`src/rtl/tx_ctrl_fsm_n.sv`:
```
// Transmit-layer control FSM supervising NUM_FIFOS FIFOs: threshold latch, idle/active
// tracking with all-empty timeout, and maskable sticky error capture with recovery.
module tx_ctrl_fsm_n #(
  parameter int unsigned NUM_FIFOS    = 5,
  parameter int unsigned NUM_UMB      = 3,
  parameter int unsigned UMB_W        = 4,
  parameter int unsigned IDLE_TIMEOUT = 8
) (
  input  logic                     clk,
  input  logic                     reset,
  input  logic                     init,
  input  logic                     clear_err,
  input  logic [NUM_UMB*UMB_W-1:0] umbral_in,
  input  logic [NUM_FIFOS-1:0]     fifo_empty,
  input  logic [NUM_FIFOS-1:0]     fifo_error,
  input  logic [NUM_FIFOS-1:0]     error_mask,
  output logic [2:0]               state,
  output logic                     idle_out,
  output logic                     active_out,
  output logic                     error_out,
  output logic [NUM_FIFOS-1:0]     err_src,
  output logic [NUM_UMB*UMB_W-1:0] umbral_out
);

  localparam int unsigned CntW = (IDLE_TIMEOUT > 0) ? $clog2(IDLE_TIMEOUT + 1) : 1;
  localparam logic [CntW-1:0] CntLast = CntW'(IDLE_TIMEOUT - 1);
  localparam logic [CntW-1:0] CntMax  = CntW'(IDLE_TIMEOUT);

  typedef enum logic [2:0] {
    StReset  = 3'd0,
    StInit   = 3'd1,
    StIdle   = 3'd2,
    StActive = 3'd3,
    StError  = 3'd4
  } state_e;

  state_e                state_q, state_d;
  logic [CntW-1:0]       cnt_q;
  logic [NUM_FIFOS-1:0]  err_vec;
  logic                  err_any, all_empty, timeout_hit;

  assign err_vec     = fifo_error & ~error_mask;
  assign err_any     = |err_vec;
  assign all_empty   = &fifo_empty;
  assign timeout_hit = (IDLE_TIMEOUT != 0) && all_empty && (cnt_q == CntLast);
  assign state       = state_q;

  always_comb begin
    state_d = state_q;
    unique case (state_q)
      StReset:  state_d = StInit;
      StInit:   if (init) state_d = StIdle;
      StIdle: begin
        if (err_any)         state_d = StError;
        else if (!all_empty) state_d = StActive;
      end
      StActive: begin
        if (err_any)          state_d = StError;
        else if (timeout_hit) state_d = StIdle;
      end
      StError:  if (clear_err) state_d = StInit;
      default:  state_d = StReset;
    endcase
  end

  always_ff @(posedge clk or posedge reset) begin
    if (reset) begin
      state_q    <= StReset;
      idle_out   <= 1'b0;
      active_out <= 1'b0;
      error_out  <= 1'b0;
      err_src    <= '0;
      umbral_out <= '0;
      cnt_q      <= '0;
    end else begin
      state_q    <= state_d;
      idle_out   <= (state_d == StIdle);
      active_out <= (state_d == StActive);
      error_out  <= (state_d == StError);
      cnt_q      <= '0;
      case (state_q)
        StInit: umbral_out <= umbral_in;
        StIdle: if (err_any) err_src <= err_vec;
        StActive: begin
          if (err_any) begin
            err_src <= err_vec;
          end else if (all_empty && !timeout_hit) begin
            cnt_q <= (cnt_q == CntMax) ? cnt_q : cnt_q + 1'b1;
          end
        end
        StError: begin
          // Recovery beats a same-edge error; that error is dropped.
          if (clear_err) err_src <= '0;
          else           err_src <= err_src | err_vec;
        end
        StReset: ;
        default: begin
          err_src    <= '0;
          umbral_out <= '0;
        end
      endcase
    end
  end

endmodule

```
`config.mk`:
```
export PLATFORM = sky130hd
export DESIGN_NAME = tx_ctrl_fsm_n
export DESIGN_NICKNAME = d
export VERILOG_FILES = /design/src/rtl/tx_ctrl_fsm_n.sv
export SDC_FILE = /design/constraint.sdc
export NUM_CORES = 1
export LEC_CHECK = 0
export ABC_AREA = 1
export ABC_CLOCK_PERIOD_IN_PS = 1300
export CELL_PAD_IN_SITES_DETAIL_PLACEMENT = 1
export CELL_PAD_IN_SITES_GLOBAL_PLACEMENT = 1
export CORE_ASPECT_RATIO = 1.75
export CORE_UTILIZATION = 29
export CTS_BUF_LIST = sky130_fd_sc_hd__clkbuf_8
export DETAILED_ROUTE_END_ITERATION = 6
export PLACE_DENSITY_LB_ADDON = 0.12
export SYNTH_ARGS = -nofsm -noshare
export SYNTH_HDL_FRONTEND = slang
export SYNTH_SLANG_ARGS = --single-unit
```
`constraint.sdc`:
```
create_clock -name clk -period 1.3 [get_ports clk]
set_input_delay 0.325 -clock clk [delete_from_list [all_inputs] [get_ports clk]]
set_output_delay 0.325 -clock clk [all_outputs]
set_load 0.005 [all_outputs]
```
# After elaboration in Yosys (flattened, before gate mapping)
# Cells that the tools add are included.
# Widths: inputs -> output; s select.
# totals
ff_bits	27
out_inout_bits	23
# classes
reduce_logical	10
n_mux	15
bitwise	4
n_eq_ne	11
n_addsub	1
# ops
operator	count
$pmux 12 s2	1
$mux 3	6
$mux 4	4
$pmux 3 s5	1
$pmux 5 s3	1
$eq 3x2->1 const B	4
$mux 5	2
$eq 3x3->1 const B	2
$and 5x5->5	1
$not 5->5	1
$or 5x5->5	1
$reduce_and 5->1	1
$reduce_or 5->1	1
$add 4x1->4 const B	1
$eq 4x3->1 const B	1
$eq 4x4->1 const B	1
$ne 4x4->1 const B	1
$reduce_or 2->1	2
$reduce_or 4->1	1
$eq 3x1->1 const B	1
$logic_not 3->1	1
$logic_and 1x1->1	2
$ne 2x1->1 const B	1
$reduce_and 2->1	1
other kinds (2)	2

# Longest topological paths before layout
# logic_depth
depth_word	7
ltp_mapped	8
mapped_depth_nobuf	8

# Worst setup path before layout
# No wires, ideal clock.
# synth_timing
kind	register to register
from	register cnt_q[1]
to	register idle_out
stages_incl_launch_ff	9
setup_slack_ns	0.101
setup_ns	0.072
t_arrival_ns	1.128
period_less_slack_ns	1.199
n_path_buf	0
path_cell_list	dfrtp_1 > ha_1 > nand2_1 > or2_1 > nand2_1 > nand2_1 > nand3_1 > nand3_1 > nor2_1
# synth_via
elab_chain_len	6
# synth_rtl
item	line	rtl
start: declaration	38	logic [CntW-1:0] cnt_q;
start signal: assignment	88	cnt_q <= (cnt_q == CntMax) ? cnt_q : cnt_q + 1'b1;
$eq 4x3->1	45	assign timeout_hit = (IDLE_TIMEOUT != 0) && all_empty && (cnt_q == CntLast);
$logic_and 1x1->1	45	
$mux 3	59	else if (timeout_hit) state_d = StIdle;
$mux 3	58	if (err_any) state_d = StError;
$pmux 3 s5	50	unique case (state_q)
named net state_d[0]	37	state_e state_q, state_d;
$eq 3x2->1	77	idle_out <= (state_d == StIdle);
end signal: assignment	77	
end: declaration	18	output logic idle_out,
# The timed path passes the listed nets, and every way through them passes these cells.
# A chain may end at the register's enable or synchronous reset.

# Worst setup path after layout
# layout_timing
from	register cnt_q[0]
to	register idle_out
# The elaborated chain is that of the path after synthesis.

==> flow_summary.yaml <==
outcome:
  status: "finished clean"
logic_synthesis:
  synth_xor_area_share_pct: 1.29
  synth-compound-area-share_pct: 18.2
  muxShareOfSynthArea_pct: 0
  synth_area_sq_um: 1360
  yosys.area_share.simple_pct: 18.0
  synth_top_family_by_area: "compound AO/OA/AOI/OAI gates"
  yosys_warnings: 0
  synth_nets: 196
  synth_area_per_cell_sq_um: 8.34
  ys_seq_area_share_pct: 49.7
  yosys.area_share.adder_pct: 1.84
  syn_inst: 163
  synth_edf_count: 0
  ys_ff_latch: 27
  synthArstFlopShare_pct: 100
  synth_commonest_cells: "inv_1, o21ai_0, dfrtp_1"
  yosysMostFrequentCell: "inv_1"
  ys_types: 24
  synth_top_area_share_pct: 49.7
  synth_area_leaders: "dfrtp_1, o21ai_0, inv_1"
  synthFlopType: "dfrtp_1"
  yosysTopAreaCell: "dfrtp_1"
sta:
  fmax_mhz: 769
  min_period_ns: 1.30
  relSlewSlack_pct: 80.5
  setup_slack_ns: 0.000236
  setup_tns_ns: 0
  skew_ns: 0.00277
  period_share_pct: 100
  rsz0062_at_grt: "yes"
  hold_slack_ns: 0.364
  finalSetupViolations: 0
  finalHoldViolations: 0
  finalMaxSlewViolations: 0
  worst_pin_slew_ns: 0.291
placed_design:
  postPlaceCellArea_sq_um: 2060
  gp_congestion: 0.863
  pre_cts_ws_ns: -0.503
  numPortBuffers: 53
  dp.cells: 279
  hpwl_um: 3120
drt:
  first_pass_iters: 3
  viasPerCell: 4.79
  routed_wl_um: 4170
  drtAntennaViolNets: 0
  drtIter0Drc: 13
  route.vias.total: 1419
  wl_per_cell_um: 14.1
  drc: 0
grt:
  grt_max_degree: 28
  grt.total_usage_pct: 18.5
  grt_antenna_before_repair: 0
  first_global_vias: 1524
  grt_overflow: 0
  grt_pass1_wl_um: 6760
worst_setup_path:
  start_kind: "register"
  cp_slowest_cell: "dfrtp_1"
  path_cells: "ha_2 > nand2_2 > or2_1 > nand2_1 > nand2_1 > nand3_2 > nand3_2 > nor2_2"
  cp_num_buf_inv: 0
  crit_path_end_kind: "register"
  required_ns: 1.52
  path_class: "register to register"
  critical-path-max-stage-delay_ns: 0.38
  path_delay_family: "simple AND/OR/NAND/NOR gates"
  crit_fanout: 2
  worst-endpoint-arrival_ns: 1.52
  regToRegSetupSlack_ns: 0.0002
layout:
  syn_to_final_growth_pct: 70.3
  finalNonFillerCells: 296
  nFillCells: 557
  drive_gt1_share_pct: 27.3
  fin_nets: 279
  antenna_cells: 0
  final_area_sq_um: 2310
  fin_util_pct: 52.1
clock_tree:
  root_buffer: "clkbuf_8"
  cts_tree: "built"
  clkLatencyLatePin_ns: 0.28
  path_clk_slew_ns: 0.10
  htree_levels: 1
  cts_buffer_depth: 2
  cts_made_buffers: 3
  postCtsHoldBufs: 0
  clock-sinks: 27
floorplanning:
  io_pins: 54
  die_h_um: 92.6
  start_util_pct: 30.6
  rows: 32
  core_sq_um: 4440
  dieArea_sq_um: 4970
  die_width_um: 53.7
worst_hold_path:
  hp-class: "input pin to asynchronous set/reset pin"
power:
  peakVddDrop_mv: 1.25
  leakagePower_nw: 1.21
  power_density_nw_per_um2: 1700
  p_total_mw: 3.92
flow_run:
  cap_viol_max_count: 0
## per-layer routing
layer,vias up,track usage [%],part of all wire [%]
li1,681,-,-
met1,693,19.2,36
met2,39,34.6,57
met3,6,2.13,4.5
met4,0,7.89,2.3
met5,-,0,0
## layout by cell type, fill, tap and decap left out, drive strengths merged, types with 3 or more instances in the layout
cell           count
inv               37
o21ai             34
dlygate4sd2       29
buf               28
dfrtp             27
clkdlybuf4s50     18
nand2             18
nor2              15
a21oi             11
nand3              9
dlymetal6s2s       5
clkbuf             3
## worst register-to-register path, stage by stage, from the launching register on
cell and delay [ns]:
dfrtp_1 0.38, ha_2 0.20, nand2_2 0.06, or2_1 0.23, nand2_1 0.06, nand2_1 0.06
nand3_2 0.08, nand3_2 0.08, nor2_2 0.09
## worst paths after layout
kind | end | depth (start not counted) | from
min in group clk | err_src[0]$_DFFE_PP0P_ | 5 | fifo_error[0]
max in group asynchronous | umbral_out[9]$_DFFE_PP0N_ | 3 | reset
worst max-delay path | idle_out$_DFF_PP0_ | 8 | cnt_q[0]$_DFFE_PP0P_
worst min-delay path | umbral_out[3]$_DFFE_PP0N_ | 3 | reset
worst max register to register | idle_out$_DFF_PP0_ | 8 | cnt_q[0]$_DFFE_PP0P_
worst min register to register | umbral_out[8]$_DFFE_PP0N_ | 2 | umbral_out[8]$_DFFE_PP0N_
## report_power, final
group / leakage, nW / total, mW / switching, mW / internal (mW)
Clock: 0.0269 / 0.490 / 0.277 / 0.213
Combinational: 0.826 / 2.12 / 1.10 / 1.02
Sequential: 0.353 / 1.31 / 0.147 / 1.16
## what timing repair did
item,CTS,global route
setup endpoints to repair,36,26
gates resized for setup,61,22
pin swaps,14,20
buffers inserted,10,3
hold endpoints to repair,0,0
## cell families (layout without fill, tap and decap cells)
family,count (synthesis),after routing
adder cells (fa/ha/maj),2,2
XOR/XNOR,2,2
AND/OR/NAND/NOR,46,46
flip-flops,27,27
buffers and inverters,39,121
AO/OA/AOI/OAI,47,47
## sequential cells by signal (all words and copies together) (netlist names)
| signal | cells |
|---|---|
| active_out | 1 |
| umbral_out | 12 |
| cnt_q | 4 |
| state | 3 |
| error_out | 1 |
| err_src | 5 |
| idle_out | 1 |
## area by class of cell
class                      count  area [sq um]  area share [%]
multi-input combinational     97           648            28.0
clock buffer                   3          41.3            1.78
clock inverter                 1          3.75           0.162
tap                           51          63.8            2.76
timing repair buffer          81           741            32.0
sequential                    27           676            29.2
inverter                      36           140            6.06
Power figures use the tool's default switching activity.
